<file path="config.mk">
export PLATFORM = sky130hd
export DESIGN_NAME = du_word_tx_serializer
export DESIGN_NICKNAME = d
export VERILOG_FILES = /design/src/rtl/du_word_tx_serializer.sv
export SDC_FILE = /design/constraint.sdc
export NUM_CORES = 1
export LEC_CHECK = 0
export CAP_MARGIN = 20
export CORE_MARGIN = 2
export CORE_UTILIZATION = 53
export DETAILED_ROUTE_END_ITERATION = 7
export PLACE_DENSITY = 0.71
export SLEW_MARGIN = 20
export SYNTH_ARGS = -nofsm -noshare
export SYNTH_HDL_FRONTEND = slang
export SYNTH_SLANG_ARGS = --single-unit
</file>
<file path="constraint.sdc">
create_clock -name i_clock -period 8.71 [get_ports i_clock]
set_input_delay 0.871 -clock i_clock [delete_from_list [all_inputs] [get_ports i_clock]]
set_output_delay 0.871 -clock i_clock [all_outputs]
set_load 0.1 [all_outputs]
</file>
<file path="src/rtl/du_word_tx_serializer.sv">
// Debug-word transmit serializer: buffers 32-bit words in a small FIFO and feeds
// them byte by byte to the debug UART with a one-byte-in-flight start/done handshake.
module du_word_tx_serializer #(
  parameter int unsigned DWORD     = 32,
  parameter int unsigned BYTE      = 8,
  parameter int unsigned FIFO_ADDR = 3,
  parameter int unsigned MSB_FIRST = 0
) (
  input  logic                 i_clock,
  input  logic                 i_reset,
  input  logic                 i_push,
  input  logic [DWORD-1:0]     i_word,
  input  logic                 i_flush,
  input  logic                 i_tx_done,
  output logic [BYTE-1:0]      o_tx_data,
  output logic                 o_tx_start,
  output logic                 o_full,
  output logic                 o_empty,
  output logic [FIFO_ADDR:0]   o_level,
  output logic                 o_busy,
  output logic                 o_word_sent,
  output logic                 o_overflow
);

  localparam int unsigned NBYTES = DWORD / BYTE;
  localparam int unsigned IDX_W  = (NBYTES > 1) ? $clog2(NBYTES) : 1;
  localparam int unsigned DEPTH  = 2 ** FIFO_ADDR;

  typedef enum logic [1:0] {IDLE, START, WAIT_DONE} state_t;

  state_t               state_q, state_d;
  logic [DWORD-1:0]     mem [DEPTH];
  logic [FIFO_ADDR-1:0] wr_ptr, rd_ptr;
  logic [FIFO_ADDR:0]   level_q;
  logic [DWORD-1:0]     shreg_q;
  logic [IDX_W-1:0]     byte_idx_q;
  logic                 push_ok, pop, advance, last_ack;

  function automatic logic [BYTE-1:0] sel_byte(input logic [DWORD-1:0] w, input int unsigned k);
    if (MSB_FIRST != 0) return BYTE'(w >> (DWORD - BYTE * (k + 1)));
    else                return BYTE'(w >> (BYTE * k));
  endfunction

  assign o_full  = (level_q == (FIFO_ADDR + 1)'(DEPTH));
  assign o_empty = (level_q == '0);
  assign o_level = level_q;
  assign o_busy  = (state_q != IDLE);
  assign push_ok = i_push && !o_full && !i_flush;

  always_ff @(posedge i_clock) begin
    if (push_ok) mem[wr_ptr] <= i_word;
  end

  always_ff @(posedge i_clock or negedge i_reset) begin
    if (!i_reset) begin
      wr_ptr     <= '0;
      rd_ptr     <= '0;
      level_q    <= '0;
      o_overflow <= 1'b0;
    end else if (i_flush) begin
      wr_ptr     <= '0;
      rd_ptr     <= '0;
      level_q    <= '0;
      o_overflow <= 1'b0;
    end else begin
      if (push_ok) wr_ptr <= wr_ptr + 1'b1;
      if (pop)     rd_ptr <= rd_ptr + 1'b1;
      case ({push_ok, pop})
        2'b10:   level_q <= level_q + 1'b1;
        2'b01:   level_q <= level_q - 1'b1;
        default: level_q <= level_q;
      endcase
      if (i_push && o_full) o_overflow <= 1'b1;
    end
  end

  always_ff @(posedge i_clock or negedge i_reset) begin
    if (!i_reset) state_q <= IDLE;
    else          state_q <= state_d;
  end

  // The word_sent cycle doubles as a one-cycle IDLE holdoff between words.
  always_comb begin
    state_d    = state_q;
    pop        = 1'b0;
    advance    = 1'b0;
    last_ack   = 1'b0;
    o_tx_start = 1'b0;
    case (state_q)
      IDLE: begin
        if (!o_empty && !o_word_sent) begin
          pop     = 1'b1;
          state_d = START;
        end
      end
      START: begin
        o_tx_start = 1'b1;
        state_d    = WAIT_DONE;
      end
      WAIT_DONE: begin
        if (i_tx_done) begin
          if (byte_idx_q == IDX_W'(NBYTES - 1)) begin
            last_ack = 1'b1;
            state_d  = IDLE;
          end else begin
            advance = 1'b1;
            state_d = START;
          end
        end
      end
      default: state_d = IDLE;
    endcase
  end

  always_ff @(posedge i_clock or negedge i_reset) begin
    if (!i_reset) begin
      shreg_q     <= '0;
      byte_idx_q  <= '0;
      o_tx_data   <= '0;
      o_word_sent <= 1'b0;
    end else begin
      o_word_sent <= last_ack;
      if (pop) begin
        shreg_q    <= mem[rd_ptr];
        byte_idx_q <= '0;
        o_tx_data  <= sel_byte(mem[rd_ptr], 0);
      end else if (advance) begin
        byte_idx_q <= byte_idx_q + 1'b1;
        o_tx_data  <= sel_byte(shreg_q, int'(byte_idx_q) + 1);
      end
    end
  end

endmodule

</file>
==> out/metrics.sh <==
STATUS='finished clean'
YOSYS_WARNINGS=0
FINAL-SETUP-VIOL-COUNT=0
YS_DOMINANT_REG_CELL='sky130_fd_sc_hd__edfxtp_1'
NUMBER_OF_CELL_INSTANCES_ON_THE_WORST_REGISTER_TO_REGISTER_PATH=7
INITIAL_ANTENNA_VIOLATION_COUNT=0
TOTAL_LEAKAGE_POWER_nW=4.47
DIE_AREA_SQ_UM=23500
SYNTH.LIB_CELLS_USED.DISTINCT=44
CRITICAL_PATH.ENDPOINT_TYPE='primary output'
CP_TOP_FAMILY='buffers and inverters'
PLACE.DETAILED.HPWL_MM=12.5
VDD.IR_DROP.WORST_mV=0.179
CTS_TREE='built'
GRT-OVFL-TOTAL=0
YOSYS_REGISTER_BITS=304
FINALHOLDVIOLATIONS=0
RSZ0062_AT_GRT='no'
TRITONCTS_NUM_SINKS=304
BOUNDARYPINS=55
SYNTH_FP_NETS=643
FIN_TNS_SETUP_NS=0
TRITONCTS.NUM_BUFFERS=30
CRITICAL_PATH_TOP_DELAY_CELL='sky130_fd_sc_hd__clkdlybuf4s50_1'
WORST-PATH-BUF-INV=2
CTS_RESIZED=0
TIMING.CRITICAL_PATH.FANOUT_MAX=9
ARRIVAL_NS=3.14
FIRST_ITER_VIOLATIONS=653
PORT_BUFFERS=54
CORE.ROWCOUNT=54
INITIAL_CORE_UTIL_PCT=54.1
SLOWEST_DELAY_NS=1.16
FMAXACHIEVABLE_GHz=0.249
PERIOD_NEEDED_NS=4.01
FINAL_NETS=712
ASYNC_RESET_FF_SHARE_PCT=15.8
FIRST_GLOBAL_VIAS=6188
SYNTH_CELLS=601
ROUTE.DETAILED.DRC=0
STDCELL_COUNT=974
FINAL_WORST_CLOCK_SKEW_NS=0.00756
VIASPERCELL=5.88
POWER_DENSITY_nW_PER_UM2=294
DIODES=0
SYN-CELL-AREA_SQ_UM=11800
SYNTH_SEQ_AREA_SHARE_PCT=75.1
WORSTPATHREQUIRED_NS=7.84
DRT_FIRST_PASS_ITERS=4
PIN_COUNT_OF_THE_BIGGEST_NET_ENTERING_GLOBAL_ROUTING=67
MAXCAPVIOLATIONS=0
SETUP.WORST_PATH.CLASS='reg2out'
CELL_AREA_AFTER_PLACEMENT_SQ_UM=12700
ROOT_BUFFER='sky130_fd_sc_hd__clkbuf_16'
GRT_USAGE_PCT=19.7
CLK_PIN_SLEW_NS=0.06
PLACE_CONGESTION=0.774
DR_TOTAL_VIAS=5729
CHIPHEIGHT_UM=153
SLEW_HEADROOM_PCT=34.8
PATH_CELLS='or4b_1, inv_1, clkdlybuf4s50_1'
SYNTH_EDF_COUNT=256
LAYOUT-DRIVE-GT1-SHARE_PCT=20.7
ANT_NETS=0
MIN_PERIOD_OVER_PERIOD_PCT=46.1
GRT_PASS1_WL_MM=35.5
SYN_TO_FINAL_GROWTH_PCT=16.3
TIMING.CRITICAL_PATH.DEPTH=3
CRITPATHLAUNCHTYPE='flop'
POST_DRT_WL_PER_CELL_UM=22.9
DRT_WL_TOTAL_MM=22.3
DRV_SLEW=0
PLACE_INST=915
SYN_AVG_CELL_AREA_SQ_UM=19.7
CTS_MAX_PATH_BUFFERS=3
STDCELL_AREA_SQ_UM=13800
POSTCTSSETUPBUFFERS=0
TIGHTEST_SLEW_NS=0.976
CTS_HOLD_BUF=0
CTS_MAX_LEVEL=1
CLOCK_INSERTION_DELAY_WORST_SKEW_NS=0.54
HOLD_CLASS='in2async'
CORE-AREA_SQ_UM=21900
DIE_W_UM=153
[Yosys cell counts, drive strengths merged (3+ instances only)]
cell type | n | area (sq um)
dfrtp | 48 | 1200
buf | 11 | 60.1
a21oi | 11 | 55.1
a31oi | 3 | 18.8
nand2b | 4 | 25.0
o2bb2ai | 6 | 52.6
nand3 | 4 | 20.0
mux2i | 40 | 400
o21ai | 28 | 140
ha | 5 | 62.6
clkbuf | 20 | 75.1
nand2 | 33 | 124
edfxtp | 256 | 7690
mux4 | 64 | 1440
a211oi | 9 | 80.1
xor2 | 5 | 43.8
nor2b | 9 | 56.3
nor2 | 13 | 48.8
nor3 | 6 | 30.0
[registers in the layout, indices dropped and copies added, names as in the netlist]
signal,cells
mem,256
byte_idx_q,2
shreg_q,24
state_q,2
wr_ptr,3
o_level,4
o_word_sent,1
o_tx_data,8
o_overflow,1
rd_ptr,3
[kinds of logic (layout without fill, tap and decap cells)]
group,count (synthesis),in the layout,share of synthesized area [%]
AO/OA/AOI/OAI,64,64,3.47
XOR/XNOR,6,6,0.444
adder cells (fa/ha/maj),5,5,0.529
buffers and inverters,34,127,1.28
flip-flops,304,304,75.1
multiplexers,106,106,15.8
AND/OR/NAND/NOR,82,82,3.44
[layout by cell type, fill, tap and decap left out, drive strengths merged, types with 2 or more instances in the layout]
cell type and instances:
o21ai 28, clkbuf 48, nor2b 9, mux4 64
a221o 2, a21oi 11, edfxtp 256, inv 2
a211oi 9, clkinv 7, nor3 6, buf 15
xor2 5, or2 2, mux2 2, nand3 4
o2bb2ai 6, nor2 13, nand2 33, ha 5
a31oi 3, dfrtp 48, nand2b 4, clkdlybuf4s50 53
mux2i 40, nor3b 2, clkinvlp 2
[routing by layer]
layer | share of wire [%] | track usage, % | up-vias | wire, um
met5 | 0 | 0 | - | 0
met4 | 1.7 | 4.89 | 0 | 376
met3 | 5.5 | 2.78 | 31 | 1230
met2 | 52 | 33.5 | 164 | 11500
met1 | 41 | 27.3 | 2965 | 9180
li1 | - | - | 2569 | -
[metrics by stage]
step                hold WS [ns]  setup WS (ns)  util [%]  power, mW
global placement           0.466           5.18      58.2       2.82
floorplan                  0.449           3.68         -       2.57
finish                     0.424           4.70      62.9       4.04
global route               0.484           4.58      62.9       4.22
CTS                        0.441           4.71      62.5       4.07
detailed placement         0.473           5.10      58.2       2.85
[worst register-to-register path, delay by kind of cell, from the launching register on]
family / cells / cell delay (ns)
AO/OA/AOI/OAI: 4 / 1.08
adder cells (fa/ha/maj): 1 / 0.26
flip-flops: 1 / 0.47
multiplexers: 1 / 0.32
AND/OR/NAND/NOR: 1 / 0.75
[path summary, 6_finish.rpt]
kind                            start          to  slack (ns)
max                        o_level[1]      o_full        4.70
min                           i_reset  o_level[2]        0.42
max reg2reg                o_level[1]  o_level[3]        5.70
min reg2reg                shreg_q[8]  shreg_q[8]        0.48
max in group asynchronous     i_reset   rd_ptr[0]        7.81
min in group i_clock       shreg_q[8]  shreg_q[8]        0.48
[report_power, final]
group	total (mW)	internal (mW)	switching, mW
Sequential	1.83	1.72	0.114
Combinational	0.997	0.373	0.624
Clock	1.22	0.711	0.504
[final cells by class]
| cell class | instances | area, sq um |
|---|---|---|
| tap | 280 | 350 |
| clock inverter | 8 | 43.8 |
| sequential | 304 | 8890 |
| inverter | 3 | 16.3 |
| multi-input combinational | 263 | 2850 |
| timing repair buffer | 68 | 693 |
| clock buffer | 48 | 910 |
| fill | 1500 | 8130 |
(Power assumes the default switching activity.)
